<file path="config.mk">
export PLATFORM = sky130hd
export DESIGN_NAME = operand_fetch
export DESIGN_NICKNAME = d
export VERILOG_FILES = /design/src/rtl/operand_fetch.sv
export SDC_FILE = /design/constraint.sdc
export NUM_CORES = 1
export LEC_CHECK = 0
export BUFFER_PORTS_ARGS = -buffer_cell sky130_fd_sc_hd__buf_2
export CAP_MARGIN = 20
export CELL_PAD_IN_SITES_DETAIL_PLACEMENT = 0
export CELL_PAD_IN_SITES_GLOBAL_PLACEMENT = 1
export CORE_AREA = 5 5 155 157
export CTS_BUF_LIST = sky130_fd_sc_hd__clkbuf_8
export DETAILED_ROUTE_END_ITERATION = 10
export DIE_AREA = 0 0 160 162
export PLACE_DENSITY = 0.87
export SLEW_MARGIN = 20
export SYNTH_ARGS = -nofsm -noshare
export SYNTH_HDL_FRONTEND = slang
export SYNTH_SLANG_ARGS = --single-unit
</file>
<file path="constraint.sdc">
create_clock -name clk -period 2.4 [get_ports clk]
set_input_delay 0.36 -clock clk [delete_from_list [all_inputs] [get_ports clk]]
set_output_delay 0.36 -clock clk [all_outputs]
set_load 0.01 [all_outputs]
</file>
<file path="src/rtl/operand_fetch.sv">
//----------------------------------------------------------------------------
// operand_fetch: register-read stage with RAW bypass / load-use interlock.
// Build option: OPFETCH_FWD_EN enables the EX/MEM/WB bypass network.
// Revision: 1.0
//----------------------------------------------------------------------------
`default_nettype none

module operand_fetch #(
   parameter int DATA_W = 32,
   parameter int ADDR_W = 5,
   parameter int CNT_W  = 32
) (
   input  logic              clk,
   input  logic              rst,
   input  logic              in_valid,
   output logic              in_ready,
   input  logic [ADDR_W-1:0] in_rs1,
   input  logic [ADDR_W-1:0] in_rs2,
   input  logic [DATA_W-1:0] in_imm,
   input  logic [ADDR_W-1:0] in_rd,
   input  logic              in_rd_we,
   output logic [ADDR_W-1:0] r1_addr,
   output logic [ADDR_W-1:0] r2_addr,
   input  logic [DATA_W-1:0] r1_data,
   input  logic [DATA_W-1:0] r2_data,
   input  logic              ex_we,
   input  logic              ex_is_load,
   input  logic [ADDR_W-1:0] ex_addr,
   input  logic [DATA_W-1:0] ex_data,
   input  logic              mem_we,
   input  logic [ADDR_W-1:0] mem_addr,
   input  logic [DATA_W-1:0] mem_data,
   input  logic              wb_we,
   input  logic [ADDR_W-1:0] wb_addr,
   input  logic [DATA_W-1:0] wb_data,
   output logic              out_valid,
   input  logic              out_ready,
   output logic [DATA_W-1:0] out_op1,
   output logic [DATA_W-1:0] out_op2,
   output logic [DATA_W-1:0] out_imm,
   output logic [ADDR_W-1:0] out_rd,
   output logic              out_rd_we,
   output logic [CNT_W-1:0]  stall_cnt
);

   logic              valid_q;
   logic [DATA_W-1:0] op1_q, op2_q, imm_q;
   logic [ADDR_W-1:0] rd_q;
   logic              rd_we_q;
   logic [CNT_W-1:0]  stall_cnt_q;

   logic              w_hazard;
   logic              w_accept;
   logic [DATA_W-1:0] w_op1;
   logic [DATA_W-1:0] w_op2;

   function automatic logic [DATA_W-1:0] resolve(input logic [ADDR_W-1:0] rs,
                                                 input logic [DATA_W-1:0] rf);
      if (rs == '0)
         resolve = '0;
`ifdef OPFETCH_FWD_EN
      else if (ex_we && !ex_is_load && ex_addr == rs)
         resolve = ex_data;
      else if (mem_we && mem_addr == rs)
         resolve = mem_data;
      else if (wb_we && wb_addr == rs)
         resolve = wb_data;
`endif
      else
         resolve = rf;
   endfunction

   // A producer at x0 never matches because the index is checked nonzero.
   function automatic logic dst_match(input logic [ADDR_W-1:0] dst);
      dst_match = (dst != '0) && ((dst == in_rs1) || (dst == in_rs2));
   endfunction

`ifdef OPFETCH_FWD_EN
   assign w_hazard = in_valid && ex_we && ex_is_load && dst_match(ex_addr);
`else
   assign w_hazard = in_valid && ((ex_we  && dst_match(ex_addr))  ||
                                  (mem_we && dst_match(mem_addr)) ||
                                  (wb_we  && dst_match(wb_addr)));
   logic w_unused;
   assign w_unused = ^{ex_is_load, ex_data, mem_data, wb_data};
`endif

   assign w_op1    = resolve(in_rs1, r1_data);
   assign w_op2    = resolve(in_rs2, r2_data);
   assign r1_addr  = in_rs1;
   assign r2_addr  = in_rs2;
   assign in_ready = !w_hazard && (!valid_q || out_ready);
   assign w_accept = in_valid && in_ready;

   always_ff @(posedge clk) begin
      if (rst) begin
         valid_q     <= 1'b0;
         op1_q       <= '0;
         op2_q       <= '0;
         imm_q       <= '0;
         rd_q        <= '0;
         rd_we_q     <= 1'b0;
         stall_cnt_q <= '0;
      end else begin
         if (w_accept) begin
            valid_q <= 1'b1;
            op1_q   <= w_op1;
            op2_q   <= w_op2;
            imm_q   <= in_imm;
            rd_q    <= in_rd;
            rd_we_q <= in_rd_we;
         end else if (out_ready) begin
            valid_q <= 1'b0;
         end
         if (w_hazard && (stall_cnt_q != '1))
            stall_cnt_q <= stall_cnt_q + 1'b1;
      end
   end

   assign out_valid = valid_q;
   assign out_op1   = op1_q;
   assign out_op2   = op2_q;
   assign out_imm   = imm_q;
   assign out_rd    = rd_q;
   assign out_rd_we = rd_we_q;
   assign stall_cnt = stall_cnt_q;

endmodule

`default_nettype wire

</file>
---- After elaboration in Yosys (flattened, before gate mapping) ----
Cells that the tools add are included.
word-level totals
  flip-flop bits (word level) ............. 135
  bits in latches ......................... 0
  bits in writable memories ............... 0
  memory bits (read-only) ................. 0
  output and inout port bits .............. 146
  memories kept ........................... 0
cells by class
  add/subtract/negate cells ............... 1
  multipliers ............................. 0
  div/mod/pow operators ................... 0
  order comparisons ....................... 0
  equality and inequality tests ........... 7
  shifts and indexed selects .............. 0
  mux-type cells .......................... 4
  bitwise operators ....................... 0
  reduce and logical (&&, ||, !) cells .... 24
operator list
  kind                     count
  $mux W32                 2
  $add A32 B1 Y32 const B  1
  $ne A32 B32 Y1 const B   1
  $eq A5 B5 Y1             6
  $reduce_bool A5 Y1       3
  $logic_and A1 B1 Y1      10
  $logic_not A5 Y1         2
  $logic_or A1 B1 Y1       6
  $logic_not A1 Y1         2
  $mux W1                  2
  $reduce_bool A2 Y1       1

---- Logic depth before layout (Yosys ltp) ----
  depth in word-level cells ............... 11
  depth in mapped cells ................... 10

---- Worst setup path after synthesis ----
No wires, ideal clock.
  kind .................................... input to output
  from .................................... in ex_addr[1]
  to ...................................... out in_ready
  arrival time ............................ 2.034 ns
  data required time ...................... 2.040 ns
  path slack .............................. 0.006 ns
  stages .................................. 7
  buffers on the path ..................... 2
  cells stage by stage .................... or4_1 o21ai_0 nor2_1 o31ai_4 buf_2 buf_2 and2_1
between the ends
  word-level cells in the longest chain between the ends .. 9
RTL lines
  element                line  source
  start, declared        28    input logic [ADDR_W-1:0] ex_addr,
  $eq A5 B5 Y1           75    dst_match = (dst != '0) && ((dst == in_rs1) || (dst == in_rs2));
  $logic_or A1 B1 Y1     75
  $logic_and A1 B1 Y1 *  75
  $logic_and A1 B1 Y1 *  81    assign w_hazard = in_valid && ((ex_we && dst_match(ex_addr)) ||
  $logic_or A1 B1 Y1 *   81
  $logic_or A1 B1 Y1 *   82    (mem_we && dst_match(mem_addr)) ||
  $logic_and A1 B1 Y1 *  81
  $logic_not A1 Y1 *     92    assign in_ready = !w_hazard && (!valid_q || out_ready);
  $logic_and A1 B1 Y1 *  92
  end, declared          16    output logic in_ready,
Mark *: on every way between the ends. The rest lies on a longest branch, timed or not.

---- Worst setup path in the final report ----
  from .................................... reg stall_cnt_q[10] (netlist: stall_cnt[10])
  to ...................................... reg stall_cnt_q[2] (netlist: stall_cnt[2])
between the ends
  word-level cells in the longest chain between the ends .. 2
RTL lines
  element                 line  source
  start, declared         50    logic [CNT_W-1:0] stall_cnt_q;
  start signal, assigned  116   stall_cnt_q <= stall_cnt_q + 1'b1;
  $ne A32 B32 Y1          115   if (w_hazard && (stall_cnt_q != '1))
  $logic_and A1 B1 Y1     115
Every way passes these cells.
A chain may end at the register's enable or synchronous reset.

==> impl_results.md <==
* Mux share of post-synthesis cell area at 0.101
* Number of diodes at 0
* Post-Synth Adder-Cell Area at 0.00203
* CTS Root Cell: clkbuf_8
* Final Wtd Congestion at 0.862
* Netlist cell types at 43
* Startpoint types: register
* Avg WL per Cell at 14.7 um
* Pwr/cell area at 632 nW/um^2
* Final WL at 18800 um
* Die Wd at 160 um
* Avg Inst Size Synth at 8.90 um^2
* Post-Synth XOR/XNOR Area at 0.0427
* Tmin final at 2.26 ns
* Syn. warnings at 0
* Req. time, crit path at 2.73 ns
* CTS max path bufs at 2
* Largest family of logic cells by synthesized area: simple AND/OR/NAND/NOR gates
* Initial cell density of the core at 0.275
* Drt drc at 0
* Total track usage at 0.139
* Post-synth EDFFs at 0
* #FFs+latches synth at 135
* Num CTS Buffers at 17
* Fmax at 442 MHz
* Final worst path period share at 0.942
* DRT iter0 DRCs at 268
* Cells along the critical path: nand4_4 > nor3_4 > nand2_2 > or2_1 > nor3_4 > buf_12 > nor3b_1 > mux2_1
* Via/cell ratio at 4.63
* Commonest cells in the netlist: dfxtp_1 (135), nand3_1 (75), nor2_1 (74)
* Synth area leader: dfxtp_1
* Vias at 5922
* Status: complete, no violations
* Clock power frac at 0.379
* # setup viols final at 0
* Vias in the first global route at 5731
* Final hold slack at 0.121 ns
* Fillcell total at 2307
* Share of cells above drive strength 1 at 0.392
* Final core utilization at 0.379
* Post-route ant nets at 0
* CTS Sinks at 135
* HPWL Detailed at 13700 um
* Pre-antenna DRT Iters at 4
* Clk slew on worst S/H paths at 0.09 ns
* Sequential group share of total power at 0.456
* First-pass GRT wire length at 29700 um
* Worst-Margin Slew at 0.676 ns
* Hold Violations, Final at 0
* CP arrival at 2.59 ns
* Leakage at 0.00387 uW
* Worst min path class: input pin to register
* Post-synth top flop: dfxtp_1
* Crit Path Class: register to register
* Synth area leaders: dfxtp_1 (44%), nand2b_1 (6.6%), mux2i_1 (6.2%)
* IO Pins at 377
* Total core area at 22400 um^2
* Mapped Nets at 923
* Die area at 25900 um^2
* CP max FO at 28
* Pre-CTS WS at -0.122 ns
* Synth Cell Area at 6150 um^2
* Post-synth ARST share at 0
* CP Capture Type: register
* Most frequent cell after synthesis: dfxtp_1
* Post-Syn Instances at 691
* Die Height at 162 um
* Layout area overhead at 37.7%
* Clk_lat worst skew at 0.44 ns
* IO Port Bufs at 279
* Final Max Tran Viols at 0
* Total congestion overflow at 0
* Post-synthesis compound-gate area fraction at 0.0881
* Simple-gate share of the synthesized area at 0.270
* Final setup margin at 0.139 ns
* P_int at 3820 uW
* Max IR drop VDD at 0.346 mV
* Switching share of power at 0.287
* Combinational Power Share at 0.165
* Layout Nets at 1213
* Slowest stage cell, crit path: dfxtp_1
* Seq/Total Area, Yosys at 0.439
* RSZ-0062 raised after global routing: false
* CTS tree: yes
* Relative slew margins at 0.549
* Most used cell, CP: nor3_4
* Setup Skew at 0.0123 ns
* Max cap viols at 0
* Post-synth top area share at 0.439
* Largest net degree at the start of global routing at 80
* Crit-path max cell delay at 0.44 ns
* Htree depth at 4
* Row cnt at 55
* Initial antenna violation count at 0
* Net load switching power at 1540 uW
-- path summary, 6_finish.rpt --
| path | endpoint | start | cells past startpoint | slack, ns |
|---|---|---|---|---|
| max | stall_cnt[2]$_SDFFE_PP0P_ | stall_cnt[10]$_SDFFE_PP0P_ | 8 | 0.14 |
| min | out_op1[16]$_SDFFE_PP0P_ | r1_data[16] | 3 | 0.12 |
| max reg2reg | stall_cnt[2]$_SDFFE_PP0P_ | stall_cnt[10]$_SDFFE_PP0P_ | 8 | 0.14 |
| min reg2reg | out_op1[29]$_SDFFE_PP0P_ | out_op1[29]$_SDFFE_PP0P_ | 2 | 0.47 |
-- timing repair --
action | in CTS | in global routing
resized for setup | 0 | 3
setup endpoints to repair | 0 | 6
hold buffers | 0 | 0
setup buffers | 0 | 0
-- cell type report --
| type | instances | area [um^2] | share of cell area |
|---|---|---|---|
| well taps | 285 | 357 | 0.0421 |
| flip-flops and latches | 135 | 2710 | 0.319 |
| repair buffers | 329 | 1860 | 0.220 |
| inverters | 7 | 26.3 | 0.00310 |
| multi-input cells | 491 | 3110 | 0.368 |
| clock inverters | 14 | 174 | 0.0205 |
| clock buffers | 17 | 234 | 0.0276 |
-- power by group through the flow --
stage / Sequential (uW) / Clock [uW] / Combinational (uW)
2_1_floorplan: 2560 / 0 / 401
3_3_place_gp: 2490 / 0 / 883
3_5_place_dp: 2490 / 0 / 896
4_1_cts: 2440 / 2120 / 898
5_1_grt: 2460 / 2230 / 975
6_report: 2440 / 2030 / 887
-- worst max-delay path, delay by kind of cell, from the launching register on --
family,cells,cell delay [ns]
flip-flops,1,0.44
multiplexers,1,0.30
buffers and inverters,1,0.19
AND/OR/NAND/NOR,6,1.20
-- cell families after synthesis --
logic type | Yosys count
AO/OA/AOI/OAI | 98
XOR/XNOR | 30
adder cells (fa/ha/maj) | 1
buffers and inverters | 65
flip-flops | 135
multiplexers | 59
AND/OR/NAND/NOR | 303
-- per-layer routing --
layer  wire length [um]  track usage  up-vias
li1                   -            -     2960
met1               7870        0.163     2742
met2               9230        0.239      209
met5                  0            0        -
met3               1530       0.0510       11
met4                197       0.0395        0
-- state kept, by name, indices dropped and copies added, names as in the netlist --
name	flops
out_imm	32
out_op1	32
out_op2	32
stall_cnt	32
out_rd	5
out_rd_we	1
out_valid	1
-- cells in the final DEF (no fill, tap or decap), types with 4 or more instances in the layout --
master,synthesis,final
nor2_1,74,74
buf_2,8,278
nand3_1,75,75
nand4_1,5,5
inv_6,0,4
nor4_1,10,10
mux2_1,4,4
or3_1,6,6
or4_1,12,12
mux2_2,16,16
nand2b_1,65,65
o21ai_0,68,67
inv_1,7,8
nand2_1,8,8
dfxtp_1,135,133
nor4b_1,7,7
o31ai_1,7,7
buf_12,0,7
nor3_1,10,10
clkbuf_8,0,17
xnor2_1,4,4
nor2b_1,18,18
buf_4,17,44
mux2i_1,38,38
xor2_1,26,26
a21oi_1,14,12
-- through the flow --
| step | setup TNS, ns | area [um^2] | total power [uW] | instances |
|---|---|---|---|---|
| 2_1_floorplan | 0 | 6150 | 2960 | 691 |
| 3_3_place_gp | -4.36 | 8060 | 3370 | 1247 |
| 3_5_place_dp | -7.01 | 8060 | 3390 | 1247 |
| 4_1_cts | 0 | 8470 | 5460 | 1278 |
| 5_1_grt | 0 | 8470 | 5670 | 1278 |
| 6_report | 0 | 8470 | 5360 | 1278 |
Note: power is estimated with default switching activity, not from simulation.
